**config.mk**
```make
export PLATFORM = sky130hd
export DESIGN_NAME = metronome_bar
export DESIGN_NICKNAME = d
export VERILOG_FILES = /design/src/rtl/metronome_pkg.sv /design/src/rtl/led_pulse_stretcher.sv /design/src/rtl/metronome_bar.sv
export SDC_FILE = /design/constraint.sdc
export NUM_CORES = 1
export LEC_CHECK = 0
export ABC_CLOCK_PERIOD_IN_PS = 6400
export CORE_ASPECT_RATIO = 0.7
export CORE_MARGIN = 1.5
export CORE_UTILIZATION = 35
export CTS_CLUSTER_SIZE = 28
export DETAILED_ROUTE_END_ITERATION = 10
export PLACE_DENSITY = 0.58
export REMOVE_ABC_BUFFERS = 1
export SYNTH_ARGS = -nofsm -noshare
export SYNTH_HDL_FRONTEND = slang
export SYNTH_HIERARCHICAL = 1
export SYNTH_SLANG_ARGS = --single-unit
```
**constraint.sdc**
```tcl
create_clock -name i_clk -period 6.4 [get_ports i_clk]
set_clock_uncertainty 0.1 [all_clocks]
set_input_delay 1.92 -clock i_clk [delete_from_list [all_inputs] [get_ports i_clk]]
set_output_delay 1.92 -clock i_clk [all_outputs]
set_load 0.02 [all_outputs]
```
**src/rtl/metronome_pkg.sv**
```systemverilog
// metronome_pkg -- shared constants and helpers for the metronome_bar block.
// Holds the default parameter values, the tempo-button delta magnitudes and
// the accumulator width function used to size the beat phase accumulator.
package metronome_pkg;

  // Default parameter values for metronome_bar.
  localparam int DEF_CLK_HZ   = 50_000_000;
  localparam int DEF_BPM_W    = 9;
  localparam int DEF_BPM_MIN  = 30;
  localparam int DEF_BPM_MAX  = 300;
  localparam int DEF_BPM_INIT = 120;
  localparam int DEF_FAST_BPM = 200;
  localparam int DEF_BEATS_W  = 3;

  // Tempo step sizes applied by the +/-1 and +/-5 buttons.
  localparam int DELTA_SMALL = 1;
  localparam int DELTA_LARGE = 5;

  // Accumulator width: it must hold 60*clk_hz (one beat worth of phase, since
  // the tempo is in beats per minute) plus one maximum tempo step. The product
  // overflows 32 bits at realistic clock rates, so work in 64 bits.
  function automatic int acc_width(input longint unsigned clk_hz,
                                   input longint unsigned bpm_max);
    longint unsigned span;
    span = 64'd60 * clk_hz + bpm_max;
    return $clog2(span);
  endfunction

endpackage

```
**src/rtl/led_pulse_stretcher.sv**
```systemverilog
// led_pulse_stretcher -- stretches a one-cycle trigger into a HOLD-cycle LED
// drive. The LED rises in the cycle after i_trig is sampled, stays high for
// HOLD cycles, and a trigger during the hold reloads the full count.
module led_pulse_stretcher
  import metronome_pkg::*;
#(
  parameter int HOLD = 5
) (
  input  logic i_clk,
  input  logic i_reset,
  input  logic i_trig,
  output logic o_led
);

  localparam int CNT_W = (HOLD > 1) ? $clog2(HOLD) : 1;

  logic [CNT_W-1:0] cnt_q;
  logic [CNT_W-1:0] cnt_d;
  logic             led_q;
  logic             led_d;

  // Next-state: reload on trigger, otherwise count the remaining hold down.
  always_comb begin
    cnt_d = cnt_q;
    led_d = led_q;
    if (i_trig) begin
      led_d = 1'b1;
      cnt_d = CNT_W'(HOLD - 1);
    end else if (cnt_q != '0) begin
      led_d = 1'b1;
      cnt_d = cnt_q - CNT_W'(1);
    end else begin
      led_d = 1'b0;
      cnt_d = '0;
    end
  end

  // Hold counter and LED register; reset drops the LED immediately.
  always_ff @(posedge i_clk) begin
    if (i_reset) begin
      cnt_q <= '0;
      led_q <= 1'b0;
    end else begin
      cnt_q <= cnt_d;
      led_q <= led_d;
    end
  end

  assign o_led = led_q;

endmodule

```
**src/rtl/metronome_bar.sv**
```systemverilog
// metronome_bar -- tempo-adjustable metronome with bar/accent tracking.
// Four tempo buttons (edge detected, summed, saturated) set the tempo in BPM.
// A phase accumulator adds the tempo every running cycle and emits a beat
// whenever one minute's worth of cycles (60*CLK_HZ) of phase has built up.
// Optional feature: define METRONOME_OFFBEAT_EN to add o_offbeat, a pulse at
// the half-beat point of each beat period.
module metronome_bar
  import metronome_pkg::*;
#(
  parameter int CLK_HZ   = DEF_CLK_HZ,
  parameter int BPM_W    = DEF_BPM_W,
  parameter int BPM_MIN  = DEF_BPM_MIN,
  parameter int BPM_MAX  = DEF_BPM_MAX,
  parameter int BPM_INIT = DEF_BPM_INIT,
  parameter int FAST_BPM = DEF_FAST_BPM,
  parameter int BEATS_W  = DEF_BEATS_W,
  parameter int LED_HOLD = CLK_HZ / 20
) (
  input  logic               i_clk,
  input  logic               i_reset,
  input  logic               i_btn_plus_1,
  input  logic               i_btn_plus_5,
  input  logic               i_btn_minus_1,
  input  logic               i_btn_minus_5,
  input  logic               i_run,
  input  logic [BEATS_W-1:0] i_beats_per_bar,
  output logic [BPM_W-1:0]   o_bpm,
  output logic               o_beat,
  output logic               o_accent,
  output logic [BEATS_W-1:0] o_beat_idx,
  output logic               o_led_beat,
  output logic               o_led_accent,
  output logic               o_led_fast
`ifdef METRONOME_OFFBEAT_EN
  ,
  output logic               o_offbeat
`endif
);

  localparam int ACC_W = acc_width(longint'(CLK_HZ), longint'(BPM_MAX));
  localparam logic [ACC_W-1:0] PERIOD = ACC_W'(64'd60 * 64'(CLK_HZ));
  localparam logic [ACC_W-1:0] HALF   = ACC_W'(64'd30 * 64'(CLK_HZ));
  // Two guard bits: one for the sign, one for headroom above BPM_MAX.
  localparam int SUM_W = BPM_W + 2;

  // Button bits are packed as {plus_1, plus_5, minus_1, minus_5}.
  logic [3:0]              btn_s;
  logic [3:0]              btn_q;
  logic [3:0]              edge_s;

  logic signed [SUM_W-1:0] delta_s;
  logic signed [SUM_W-1:0] bpm_sum_s;
  logic [BPM_W-1:0]        bpm_q;
  logic [BPM_W-1:0]        bpm_d;

  logic                    run_q;
  logic                    run_start_s;
  logic [ACC_W-1:0]        acc_q;
  logic [ACC_W-1:0]        acc_d;
  logic [ACC_W-1:0]        acc_sum_s;
  logic [BEATS_W-1:0]      idx_q;
  logic [BEATS_W-1:0]      idx_d;
  logic                    beat_q;
  logic                    beat_d;
  logic                    accent_q;
  logic                    accent_d;
  logic                    fast_q;
  logic                    fast_d;
  logic                    led_beat_s;
  logic                    led_accent_s;

  assign btn_s  = {i_btn_plus_1, i_btn_plus_5, i_btn_minus_1, i_btn_minus_5};
  assign edge_s = btn_s & ~btn_q;

  // Tempo update: sum all simultaneous button edges, then saturate.
  always_comb begin
    delta_s = '0;
    if (edge_s[3]) begin
      delta_s = delta_s + $signed(SUM_W'(DELTA_SMALL));
    end else begin
      delta_s = delta_s;
    end
    if (edge_s[2]) begin
      delta_s = delta_s + $signed(SUM_W'(DELTA_LARGE));
    end else begin
      delta_s = delta_s;
    end
    if (edge_s[1]) begin
      delta_s = delta_s - $signed(SUM_W'(DELTA_SMALL));
    end else begin
      delta_s = delta_s;
    end
    if (edge_s[0]) begin
      delta_s = delta_s - $signed(SUM_W'(DELTA_LARGE));
    end else begin
      delta_s = delta_s;
    end

    bpm_sum_s = $signed({2'b00, bpm_q}) + delta_s;
    if (bpm_sum_s < $signed(SUM_W'(BPM_MIN))) begin
      bpm_d = BPM_W'(BPM_MIN);
    end else if (bpm_sum_s > $signed(SUM_W'(BPM_MAX))) begin
      bpm_d = BPM_W'(BPM_MAX);
    end else begin
      bpm_d = bpm_sum_s[BPM_W-1:0];
    end

    fast_d = (bpm_d >= BPM_W'(FAST_BPM));
  end

  // Beat engine: phase accumulation, beat/accent generation, bar position.
  // The accumulation always uses the tempo currently on o_bpm, so a tempo
  // change lands on the following accumulation without clearing the phase.
  always_comb begin
    run_start_s = i_run & ~run_q;
    acc_sum_s   = acc_q + ACC_W'(bpm_q);
    acc_d       = acc_q;
    idx_d       = idx_q;
    beat_d      = 1'b0;
    accent_d    = 1'b0;
    if (!i_run) begin
      acc_d = '0;
      idx_d = '0;
    end else if (run_start_s) begin
      // Starting the metronome plays the downbeat straight away.
      acc_d    = '0;
      idx_d    = '0;
      beat_d   = 1'b1;
      accent_d = 1'b1;
    end else if (acc_sum_s >= PERIOD) begin
      acc_d  = acc_sum_s - PERIOD;
      beat_d = 1'b1;
      // ">=" rather than "==" so a bar shortened mid-way wraps on the next beat.
      if ((i_beats_per_bar <= BEATS_W'(1)) ||
          (idx_q >= i_beats_per_bar - BEATS_W'(1))) begin
        idx_d = '0;
      end else begin
        idx_d = idx_q + BEATS_W'(1);
      end
      accent_d = (idx_d == '0);
    end else begin
      acc_d = acc_sum_s;
    end
  end

  // State registers; reset preloads the button history with the live levels
  // so a button held through reset produces no edge afterwards.
  always_ff @(posedge i_clk) begin
    if (i_reset) begin
      btn_q    <= btn_s;
      bpm_q    <= BPM_W'(BPM_INIT);
      run_q    <= 1'b0;
      acc_q    <= '0;
      idx_q    <= '0;
      beat_q   <= 1'b0;
      accent_q <= 1'b0;
      fast_q   <= 1'b0;
    end else begin
      btn_q    <= btn_s;
      bpm_q    <= bpm_d;
      run_q    <= i_run;
      acc_q    <= acc_d;
      idx_q    <= idx_d;
      beat_q   <= beat_d;
      accent_q <= accent_d;
      fast_q   <= fast_d;
    end
  end

  // The stretchers are fed the next-state pulses so each LED rises in the
  // same cycle as its pulse output; an accent also retriggers the beat LED.
  led_pulse_stretcher #(.HOLD(LED_HOLD)) u_led_beat (
    .i_clk   (i_clk),
    .i_reset (i_reset),
    .i_trig  (beat_d | accent_d),
    .o_led   (led_beat_s)
  );

  led_pulse_stretcher #(.HOLD(LED_HOLD)) u_led_accent (
    .i_clk   (i_clk),
    .i_reset (i_reset),
    .i_trig  (accent_d),
    .o_led   (led_accent_s)
  );

`ifdef METRONOME_OFFBEAT_EN
  logic offbeat_q;
  logic offbeat_d;

  // Off-beat: the accumulation step that carries the phase across the
  // half-period mark without wrapping, while the metronome is already running.
  always_comb begin
    if (i_run && run_q && (acc_sum_s < PERIOD) &&
        (acc_q < HALF) && (acc_sum_s >= HALF)) begin
      offbeat_d = 1'b1;
    end else begin
      offbeat_d = 1'b0;
    end
  end

  // Off-beat pulse register.
  always_ff @(posedge i_clk) begin
    if (i_reset) begin
      offbeat_q <= 1'b0;
    end else begin
      offbeat_q <= offbeat_d;
    end
  end

  assign o_offbeat = offbeat_q;
`endif

  assign o_bpm        = bpm_q;
  assign o_beat       = beat_q;
  assign o_accent     = accent_q;
  assign o_beat_idx   = idx_q;
  assign o_led_beat   = led_beat_s;
  assign o_led_accent = led_accent_s;
  assign o_led_fast   = fast_q;

endmodule
```
==> metrics.md <==
| Metric | Value |
|---|---|
| First-pass GRT wire length | 24.4 mm |
| FP Rows | 40 |
| CP startpoint | i_btn_plus_5 |
| Post-CTS Setup Bufs | 0 |
| CTS sink cnt | 98 |
| Antenna violations before repair | 0 |
| Clock transition at path regs | 0.07 ns |
| HPWL after DPL | 10.8 mm |
| Leakage | 2.56 nW |
| Critical-path cell list | clkdlybuf4s50_1 -> nand2b_1 -> fa_1 -> inv_1 -> ha_1 -> xnor2_1 -> nor2_1 -> a21oi_1 -> ha_1 -> a21oi_1 -> o21ai_0 -> a2111oi_1 -> buf_4 -> o31ai_1 -> xor2_1 -> or3b_2 -> or2_2 -> o21bai_1 |
| Final worst path period need | 6.05 ns |
| Cell Area, Synth | 6320 sq um |
| Pwr Density | 269 nW/um^2 |
| Crit path kind | input port to flop |
| Clock tree buffer depth | 2 |
| # nets final | 828 |
| Total power | 1.92 mW |
| Vias in the first global route | 4829 |
| Layout cells sized above 1 | 0.0688 |
| Routed length per placed instance | 14.5 um |
| Hold buffer count at cts | 0 |
| Reg2Reg Setup Slack | 1.25 ns |
| Non-filler cells, final | 1016 |
| Final ANT Viol Nets | 0 |
| Final Slew Violations | 0 |
| Fmax | 165 MHz |
| Worst-Skew Late Latency | 0.36 ns |
| Rel. slew slack | 0.469 |
| Cells after Synth | 756 |
| Max cap viols | 0 |
| Ant diodes | 0 |
| Post-synth cell types | 77 |
| Post-synth EDFFs | 0 |
| DRC | 0 |
| PortBufs | 26 |
| Peak VDD IR | 0.120 mV |
| Min-Delay Endpoint | u_led_beat/cnt_q[15] |
| CTS Buf Count | 9 |
| GP Congestion | 0.863 |
| CP max stage delay | 0.59 ns |
| Syn avg cell area | 8.36 sq um |
| Worst r2r dst | u_led_beat/cnt_q[8] |
| Ys flop type | dfxtp_1 |
| Crit-path slowest cell | fa_1 |
| YS warnings | 6 |
| Core area | 17400 sq um |
| Routed WL | 14.8 mm |
| Hold crit path type | flop to flop |
| Final core utilization | 0.410 |
| Synth area leader | dfxtp_1 |
| Worst Path Max Fanout | 6 |
| DR vias/cell | 5.37 |
| Die width | 164 um |
| Boundary pin count | 27 |
| CP arrival | 6.23 ns |
| DIE HEIGHT | 115 um |
| Clock root cell | clkbuf_16 |
| Crit share post-route | 0.945 |
| R2r startpoint | o_bpm[0] |
| Ranking of synthesized cells by area | dfxtp_1, ha_1, xnor2_1 |
| WHS | 0.387 ns |
| Req. time, crit path | 6.58 ns |
| Worst R2R Path Depth | 14 |
| Setup TNS | 0 ns |
| Total vias in the final route | 5457 |
| Grt ovf | 0 |
| Initial Util | 0.363 |
| Status | finished clean |
| Synth top area share | 0.310 |
| Yosys reg bits | 98 |
| Largest net degree at the start of global routing | 34 |
| Iter 0 DRT Violations | 428 |
| Placed insts | 1000 |
| GRT Total Usage | 0.162 |
| Final-report setup violation count | 0 |
| Die area | 18900 sq um |
| Crit path launch type | input port |
| Pre-antenna DRT Iters | 4 |
| CTS tree | done |
| H-tree depth | 3 |
| Measured slew at the worst slew-check pin | 0.787 ns |
| Cells resized by post-CTS repair | 0 |
| Post-synth ARST share | 0 |
| Hold Path Depth | 2 |
| HP Start | u_led_beat/cnt_q[15] |
| CP Capture Type | flop |
| Post-synthesis sequential area ratio | 0.310 |
| Final hold vios | 0 |
| Layout area overhead | 12.9% |
| Top cells by count, synth | dfxtp_1, nor2_1, a21oi_1 |
| Most common cell in the netlist | dfxtp_1 |
## cells in the final DEF, fill, tap and decap left out, types with 6 or more instances in the layout
master,n
a211oi_1,6
a21boi_0,7
a21o_1,7
a21oi_1,48
a31oi_1,10
and2_1,9
and3_1,9
buf_4,10
clkbuf_16,9
clkdlybuf4s50_1,26
dfxtp_1,98
ha_1,35
inv_1,34
nand2_1,37
nand2b_1,10
nand3_1,26
nand4_1,7
nor2_1,67
nor2b_1,6
nor3_1,27
nor3b_1,11
nor4_1,13
o21a_1,9
o21ai_0,41
o22ai_1,6
o31ai_1,14
or3_1,18
or4_1,15
xnor2_1,41
xor2_1,29
## metal layers
layer / GRT usage / vias to the layer above / share of wire
li1: - / 2833 / -
met1: 0.250 / 2530 / 0.57
met2: 0.223 / 84 / 0.39
met3: 0.0322 / 10 / 0.033
met4: 0.0430 / 0 / 0.0078
met5: 0 / - / 0
## critical path, delay by kind of cell
kind	cells	cell delay, ns
buf+inv	3	0.70
simple gates	4	0.99
fa+ha+maj	3	1.06
xor+xnor	2	0.32
compound gates	6	1.23
## state kept, by name, summed over array words and instances, names as in the netlist
register / cells
acc_q: 32
btn_q: 4
o_accent: 1
o_beat: 1
o_beat_idx: 3
o_bpm: 9
o_led_fast: 1
run_q: 1
u_led_accent/cnt_q: 22
u_led_accent/o_led: 1
u_led_beat/cnt_q: 22
u_led_beat/o_led: 1
## metrics by stage
| stage | setup WS (ns) | cell area [sq um] |
|---|---|---|
| floorplan | 0.663 | 6220 |
| global placement | 0.145 | 6840 |
| detailed placement | 0.0464 | 6840 |
| CTS | 0.421 | 7130 |
| global route | -0.0485 | 7130 |
| finish | 0.353 | 7130 |
## area by class of cell
cell class                 count  area (sq um)
timing repair buffer          36           335
sequential                    98          1960
clock inverter                 5          42.5
fill                        1792         10300
multi-input combinational    599          4130
inverter                      36           135
clock buffer                  11           243
tap                          231           289
## kinds of logic after synthesis
family / count (synthesis) / share of synthesized area
flip-flops: 98 / 0.310
AO/OA/AOI/OAI: 200 / 0.214
buffers and inverters: 59 / 0.0374
XOR/XNOR: 72 / 0.102
AND/OR/NAND/NOR: 286 / 0.252
adder cells (fa/ha/maj): 38 / 0.0788
multiplexers: 3 / 0.00495
## how the worst max path moves through the flow
stage / end / cells after the start / slack (ns)
floorplan: o_led_fast / 17 / 0.66
global placement: o_bpm[7] / 19 / 0.15
detailed placement: o_led_fast / 18 / 0.05
CTS: o_led_fast / 18 / 0.42
global route: o_bpm[7] / 21 / -0.05
finish: o_led_fast / 18 / 0.35
## power breakdown
group / switching (mW) / internal [mW] / leakage (nW) / total, mW
sequential: 0.0670 / 0.663 / 0.803 / 0.730
clock: 0.262 / 0.281 / 0.143 / 0.543
combinational: 0.361 / 0.287 / 1.61 / 0.648
Power figures use the tool's default switching activity.
